File: config.mk
export PLATFORM = sky130hd
export DESIGN_NAME = dvs_event_assembler
export DESIGN_NICKNAME = d
export VERILOG_FILES = /design/src/rtl/dvs_event_assembler.sv
export SDC_FILE = /design/constraint.sdc
export NUM_CORES = 1
export LEC_CHECK = 0
export CORE_AREA = 2 2 115 229
export CTS_CLUSTER_SIZE = 16
export DETAILED_ROUTE_END_ITERATION = 8
export DIE_AREA = 0 0 117 231
export DONT_BUFFER_PORTS = 1
export PLACE_DENSITY = 0.58
export SYNTH_ARGS = -nofsm -noshare
export SYNTH_HDL_FRONTEND = slang
export SYNTH_SLANG_ARGS = --single-unit
File: constraint.sdc
create_clock -name clk -period 3.3 [get_ports clk]
set_input_delay 0.495 -clock clk [delete_from_list [all_inputs] [get_ports clk]]
set_output_delay 0.495 -clock clk [all_outputs]
set_load 0.005 [all_outputs]
File: src/rtl/dvs_event_assembler.sv
// rtl/dvs_event_assembler.sv - pairs AER Y/X words into {y,x,pol} events and queues them in a FIFO.
// Define DVS_EVT_STATS_EN to build the orphan/overflow statistics counters.
module dvs_event_assembler #(
  parameter int DEPTH = 8
) (
  input  logic                     clk,
  input  logic                     rst_n,
  input  logic                     clr,
  input  logic                     rx_valid,
  input  logic [9:0]               aer_rx,
  input  logic                     xsel_rx,
  output logic                     evt_valid,
  input  logic                     evt_ready,
  output logic [19:0]              evt_data,
  output logic [$clog2(DEPTH):0]   fifo_level,
  output logic [15:0]              orphan_cnt,
  output logic [15:0]              overflow_cnt
);

  localparam int AW = $clog2(DEPTH);
  localparam int LW = AW + 1;

  typedef enum logic {NO_Y, HAVE_Y} state_t;

  state_t        state, state_nxt;
  logic          y_load, push_req;
  logic [9:0]    y_hold;

  logic [19:0]   mem [DEPTH];
  logic [AW-1:0] wr_ptr, rd_ptr, rd_ptr_inc, head_idx;
  logic [LW-1:0] level, level_after_pop;
  logic          full, pop, push;

  always_ff @(posedge clk or negedge rst_n) begin
    if (!rst_n) state <= NO_Y;
    else        state <= state_nxt;
  end

  always_comb begin
    state_nxt = state;
    if (clr)                          state_nxt = NO_Y;
    else if (rx_valid && !xsel_rx)    state_nxt = HAVE_Y;
  end

  always_comb begin
    y_load   = !clr && rx_valid && !xsel_rx;
    push_req = !clr && rx_valid && xsel_rx && (state == HAVE_Y);
  end

  always_ff @(posedge clk or negedge rst_n) begin
    if (!rst_n)      y_hold <= '0;
    else if (clr)    y_hold <= '0;
    else if (y_load) y_hold <= aer_rx;
  end

  // A full FIFO still accepts a push when the head leaves on the same edge.
  assign full            = (level == LW'(DEPTH));
  assign pop             = evt_valid && evt_ready;
  assign push            = push_req && (!full || pop);
  assign rd_ptr_inc      = rd_ptr + AW'(1);
  assign head_idx        = pop ? rd_ptr_inc : rd_ptr;
  assign level_after_pop = level - LW'(pop);
  assign fifo_level      = level;

  always_ff @(posedge clk) begin
    if (push) mem[wr_ptr] <= {y_hold, aer_rx};
  end

  // Output stage shows entries that were stored before this edge, so a push
  // into an empty FIFO becomes visible one cycle after it lands.
  always_ff @(posedge clk or negedge rst_n) begin
    if (!rst_n) begin
      wr_ptr    <= '0;
      rd_ptr    <= '0;
      level     <= '0;
      evt_valid <= 1'b0;
      evt_data  <= '0;
    end else if (clr) begin
      wr_ptr    <= '0;
      rd_ptr    <= '0;
      level     <= '0;
      evt_valid <= 1'b0;
      evt_data  <= '0;
    end else begin
      if (push) wr_ptr <= wr_ptr + AW'(1);
      if (pop)  rd_ptr <= rd_ptr_inc;
      level     <= level_after_pop + LW'(push);
      evt_valid <= (level_after_pop != '0);
      evt_data  <= (level_after_pop != '0) ? mem[head_idx] : '0;
    end
  end

`ifdef DVS_EVT_STATS_EN
  logic orphan, drop;

  assign orphan = !clr && rx_valid && xsel_rx && (state == NO_Y);
  assign drop   = push_req && full && !pop;

  always_ff @(posedge clk or negedge rst_n) begin
    if (!rst_n) begin
      orphan_cnt   <= '0;
      overflow_cnt <= '0;
    end else begin
      if (orphan && orphan_cnt != 16'hFFFF)   orphan_cnt   <= orphan_cnt + 16'd1;
      if (drop && overflow_cnt != 16'hFFFF)   overflow_cnt <= overflow_cnt + 16'd1;
    end
  end
`else
  assign orphan_cnt   = '0;
  assign overflow_cnt = '0;
`endif

endmodule

==> results of run 1 <==
[worst paths after layout]
| check | cells past startpoint | slack, ns | end |
|---|---|---|---|
| worst max-delay path | 5 | 0.50 | evt_data[17] |
| min in group asynchronous | 2 | 0.57 | evt_data[4] |
| max in group asynchronous | 2 | 2.45 | rd_ptr[1] |
| worst min-delay path | 1 | 0.06 | y_hold[5] |
| worst max register to register | 5 | 0.50 | evt_data[17] |
| worst min register to register | 2 | 0.52 | state |
[area by class of cell]
cell class,count,area (µm²)
antenna,1,2.50
clock buffer,27,578
clock inverter,9,118
fill,2377,14600
inverter,25,101
multi-input combinational,539,3520
sequential,202,5860
tap,340,425
timing repair buffer,26,255
[cell usage in the layout (no fill, tap or decap), drive strengths merged, types with 2 or more instances in the layout]
cell and instances:
a211oi 38, a21oi 88, a2bb2oi 18, a31oi 2
and3 18, buf 25, bufinv 3, clkbuf 27
clkinv 6, conb 32, dfrtp 42, edfxtp 160
ha 6, inv 25, mux2i 5, nand2 27
nand2b 6, nand3 2, nor2 54, nor2b 4
nor3 23, nor4 18, o211a 18, o211ai 38
o21a 2, o21ai 44, o221ai 3, o22ai 18
o31ai 2, o32ai 36, or3 20, xnor2 5
xor2 4
[critical path, cell delays in order (launching register included)]
cell                       delay (ns)
sky130_fd_sc_hd__dfrtp_4         0.65
sky130_fd_sc_hd__ha_4            0.98
sky130_fd_sc_hd__o21ai_0         0.22
sky130_fd_sc_hd__o21ai_0         0.32
sky130_fd_sc_hd__o21ai_0         0.19
sky130_fd_sc_hd__a221oi_2        0.32
[layer usage]
| metal | part of all wire | up-vias | wire, µm | track usage |
|---|---|---|---|---|
| met5 | 0 | - | 0 | 0 |
| met4 | 0.021 | 0 | 549 | 0.0563 |
| met3 | 0.068 | 40 | 1750 | 0.0389 |
| met2 | 0.52 | 213 | 13400 | 0.329 |
| met1 | 0.39 | 3405 | 10200 | 0.247 |
| li1 | - | 3154 | - | - |
[flip-flops by register name, indices dropped and copies added, names as in the netlist]
register	count
evt_data	20
evt_valid	1
wr_ptr	3
state	1
mem	160
y_hold	10
fifo_level	4
rd_ptr	3
[report_power, final]
| group | total (mW) | internal [mW] | switching, mW | leakage, nW |
|---|---|---|---|---|
| registers | 3.05 | 2.88 | 0.167 | 2.02 |
| clock network | 2.40 | 1.46 | 0.939 | 0.345 |
| logic | 1.75 | 0.601 | 1.14 | 1.57 |
| total | 7.19 | 4.94 | 2.25 | 3.94 |
[cells by family after synthesis]
family | synth area share
adder cells (fa/ha/maj) | 0.00749
XOR/XNOR | 0.00974
buffers and inverters | 0.0806
multiplexers | 0.00499
flip-flops | 0.584
other | 0.000374
AO/OA/AOI/OAI | 0.215
AND/OR/NAND/NOR | 0.0975
[stage by stage]
stage	total power, mW	utilization	hold slack (ns)
CTS	7.24	0.427	0.0395
floorplan	4.46	-	0.199
global route	7.54	0.427	0.0369
finish	7.19	0.427	0.0569
detailed placement	4.83	0.398	0.201
global placement	4.81	0.398	0.202
==> results.ini, run 1 <==
[cells_and_area]
design_area_mm2=0.0109
layout-drive-gt1-share=0.116
layout.nets=836
post_layout_cell_count=1169
syn_to_final_growth_pct=8.36

[place]
port-buffer-count=0
placed_cell_area_mm2=0.0101
placement.setup.worst_slack_ns=0.526
dp.final_hpwl_um=14300
placed_cells_incl_taps=1130
globalplace.congestion=0.724

[worst_hold_path]
hold_class=input pin to flip-flop
hold_path_startpoint=clr

[routing]
residual_antenna_violating_net_count_after_detailed_routing=0
routedWlPerCell_um=22.1
dr.pass1.iters=5
first_iter_violations=431
avgViaCountPerCell=5.83
detailroute.via_count=6812
wl_um=25900
route.detailed.drc=0

[logic_synthesis]
yosysWarningCount=0
yosysSeqAreaShare=0.584
most_frequently_used_cell_type_in_the_post_synthesis_netlist=sky130_fd_sc_hd__edfxtp_1
synthDominantAreaCellType=sky130_fd_sc_hd__edfxtp_1
area_fraction_of_the_dominant_cell_type_after_synthesis=0.479
netlist_area_mm2=0.0100
syn-instance-count=849
postSynth.topFlopCell=sky130_fd_sc_hd__edfxtp_1
synthesis.area_per_instance_um2=11.8
synth_enable_flop_cells=160
ys_top_cells_by_area=sky130_fd_sc_hd__edfxtp_1 (48%), sky130_fd_sc_hd__dfrtp_1 (10%), sky130_fd_sc_hd__a21oi_1 (4.4%), sky130_fd_sc_hd__o32ai_1 (3.1%), sky130_fd_sc_hd__o211ai_1 (2.8%)
asyncSetResetFlopFracSynth=0.208
synth.lib_cells_used.distinct=50
synth_seq_cells=202
synthTopCellsByCount=sky130_fd_sc_hd__edfxtp_1 (160), sky130_fd_sc_hd__a21oi_1 (88), sky130_fd_sc_hd__nor2_1 (54), sky130_fd_sc_hd__o21ai_0 (44), sky130_fd_sc_hd__buf_2 (43)

[setup_path]
worstReg2RegStart=rd_ptr[0]
startpoint_type=flip-flop
timing.critical_path.required_ns=3.69
crit_path_start=rd_ptr[0]
crit_fanout=91
setup.worst_path.class=flip-flop to flip-flop
critical_path.endpoint_type=flip-flop
critical_path_arrival_ns=3.19

[sta]
min_period_ns=2.80
final_critical_path_setup_slack_ns=0.505
slew_viol_final=0
slew_headroom=0.180
rsz0062_at_grt=no
fin_crit_sh=0.847
fin_skew_ns=0.00843
max_freq_ghz=0.358
timing.setup.tns_ns=0
final_number_of_hold_violating_endpoints=0
setup-violations-final=0
worst_slew_pin_slew_ns=1.23

[die]
placementRows=83
chipHeight_um=231
fp.coreArea_mm2=0.0254
die_w_um=117
die_area_mm2=0.0270
pin_count=73
start_util=0.394

[grt]
grt_max_degree=101
global_route_wire_length_before_repair_um=39600
globalRouteOverflowTotal=0
gr-usage-all-layers=0.193
number_of_global_route_vias_before_repair=6733
number_of_antenna_violations_at_the_first_check_in_global_routing=1

[cts]
cts_num_sinks=202
post_cts_resize_count=0
clock_tree.root_cell=sky130_fd_sc_hd__clkbuf_16
postCtsSetupBuffers=0
tritoncts_clock_tree=yes
cts.path.max_buffers=3
clk-insertion-delay-late_ns=0.49
clock_tree.htree_level_count=1
numCtsBuffers=20
holdBufCountCts=2
cts.reportedPaths.clkPinSlew_ns=0.06

[power]
max-vdd-ir-drop_mv=0.426
leakagePower_nw=3.94
power.density_cell_area_mw_per_mm2=662

[job]
drv_cap=0

[run_status]
run_status=complete, no violations

Note: power is estimated with default switching activity, not from simulation.
==> run 2, diff against run 1 <==
- clock period: 3.3 -> 2.9 ns (I/O delays scaled with it)
==> results.ini, run 2 (same netlist as run 1, synthesis figures left out) <==
[routing]
dr.pass1.iters=5  ; unchanged
residual_antenna_violating_net_count_after_detailed_routing=0  ; unchanged
routedWlPerCell_um=21.9  ; -1.1%
first_iter_violations=570  ; +32%
route.detailed.drc=0  ; unchanged
wl_um=25600  ; -0.99%
detailroute.via_count=6857  ; +0.66%
avgViaCountPerCell=5.86  ; +0.57%

[setup_path]
timing.critical_path.required_ns=3.30  ; -0.39 ns
critical_path_arrival_ns=3.01  ; -0.18 ns
setup.reg_to_reg.worst_slack_ns=0.29  ; -0.22 ns
startpoint_type=flip-flop
crit_path_start=evt_valid
critPathSlowestCell=sky130_fd_sc_hd__dfrtp_1
timing.critical_path.max_delay_family=simple AND/OR/NAND/NOR gates
path_cells=nand2_4, inv_6, ha_1, ha_1, xor2_1, nor3_1, a21o_1, buf_4, nor4_2
setup.worst_path.class=flip-flop to flip-flop
worstReg2RegStart=evt_valid
crit_fanout=29  ; -68%
path_buf_inv=2  ; +2
critical_path.endpoint_type=flip-flop
path_common_cell=sky130_fd_sc_hd__ha_1
max_incr_delay_on_cp_ns=0.44  ; -0.54 ns

[die]
placementRows=83  ; unchanged
die_area_mm2=0.0270  ; unchanged
start_util=0.394  ; unchanged
die_w_um=117  ; unchanged
pin_count=73  ; unchanged
fp.coreArea_mm2=0.0254  ; unchanged
chipHeight_um=231  ; unchanged

[sta]
timing.setup.tns_ns=0  ; unchanged
fin_crit_sh=0.901  ; +0.0537
slew_viol_final=0  ; unchanged
min_period_ns=2.61  ; -0.183 ns
fin_skew_ns=0.00973  ; +0.00129 ns
slew_headroom=0.416  ; +0.236
worst_slew_pin_slew_ns=0.873  ; -0.357 ns
setup-violations-final=0  ; unchanged
final_number_of_hold_violating_endpoints=0  ; unchanged
rsz0062_at_grt=no
max_freq_ghz=0.383  ; +7.0%

[cts]
numCtsBuffers=21  ; +5.0%
cts_num_sinks=202  ; unchanged
clk-insertion-delay-late_ns=0.50  ; about the same
tritoncts_clock_tree=yes
clock_tree.htree_level_count=1  ; unchanged
cts.reportedPaths.clkPinSlew_ns=0.06  ; about the same
cts.path.max_buffers=3  ; unchanged
clock_tree.root_cell=sky130_fd_sc_hd__clkbuf_16

[grt]
grt_max_degree=101  ; unchanged
global_route.peak_usage_layer=met2
number_of_global_route_vias_before_repair=6551  ; -2.7%
globalRouteOverflowTotal=0  ; unchanged
gr-usage-all-layers=0.191  ; -0.00250
use_met2=0.326  ; -0.00271
global_route_wire_length_before_repair_um=38900  ; -1.9%
use_met1=0.245  ; -0.00165
met3_usage=0.0320  ; -0.00683
number_of_antenna_violations_at_the_first_check_in_global_routing=0  ; -1

[place]
dp.final_hpwl_um=14000  ; -2.0%
port-buffer-count=0  ; unchanged
globalplace.congestion=0.730  ; +0.86%

[worst_hold_path]
hold_path_startpoint=aer_rx[9]
hold_class=input pin to flip-flop

[power]
power.density_cell_area_mw_per_mm2=746  ; +13%
max-vdd-ir-drop_mv=0.495  ; +16%
leakagePower_nw=3.92  ; -0.54%

[cells_and_area]
layout.nets=837  ; +0.12%
final_core_utilization=0.428  ; +0.000787
layout-drive-gt1-share=0.115  ; -0.00135
layout_common_cells=sky130_fd_sc_hd__edfxtp_1 (160), sky130_fd_sc_hd__a21oi_1 (88), sky130_fd_sc_hd__nor2_1 (48)
regMostFlops=mem
layout.cells.most_common=sky130_fd_sc_hd__edfxtp_1
largest_register_ffs=160  ; unchanged
syn_to_final_growth_pct=8.56
reg.largest.list=mem x160, evt_data x20, y_hold x10

[job]
drv_cap=0  ; unchanged

[run_status]
run_status=complete, no violations

==> run 2: cell types whose count changed in the layout (fill, tap and decap cells not counted), sizes merged <==
cell | previous run | this run
buf | 25 | 24
bufinv | 3 | 1
clkbuf | 27 | 29
clkinvlp | 0 | 1
dlygate4sd3 | 1 | 2
==> run 2: timing repair <==
action,in CTS,in global routing
setup endpoints to repair,0,0
resized for setup,0,0
setup buffers,0,0
hold buffers,3,0
endpoints found under the hold margin,63,0
==> run 2: through the flow <==
stage	area [µm²]	cells	power (mW)	worst slack [ns]	hold slack, ns
floorplan	10100	880	5.08	0.439	0.139
global placement	10200	1129	5.49	0.342	0.143
detailed placement	10200	1129	5.52	0.270	0.143
CTS	10900	1169	8.16	0.248	0.0164
global route	10900	1169	8.48	0.0599	0.0156
finish	10900	1170	8.12	0.288	0.0243
==> run 2: routing by layer <==
metal,vias up,part of all wire
li1,3156,-
met1,3442,0.40
met2,221,0.52
met3,38,0.065
met4,0,0.021
met5,-,0
==> run 2: power by group <==
group / switching, mW / internal (mW)
clock: 1.08 / 1.55
sequential: 0.170 / 3.28
combinational: 1.34 / 0.698
total: 2.59 / 5.53
==> run 2: worst paths after layout <==
check / end / cells after the start
max: evt_data[1] / 9
min: mem[0][9] / 0
max reg2reg: evt_data[1] / 9
min reg2reg: state / 2
max in group asynchronous: rd_ptr[0] / 2
min in group asynchronous: evt_data[2] / 2
==> run 2: area by class of cell <==
class                           instances  area (µm²)
Sequential cell                       202        5860
Fill cell                            2367       14600
Antenna cell                            1        2.50
Multi-Input combinational cell        539        3530
Clock inverter                          8        68.8
Inverter                               25         101
Timing Repair Buffer                   26         283
Tap cell                              340         425
Clock buffer                           29         607
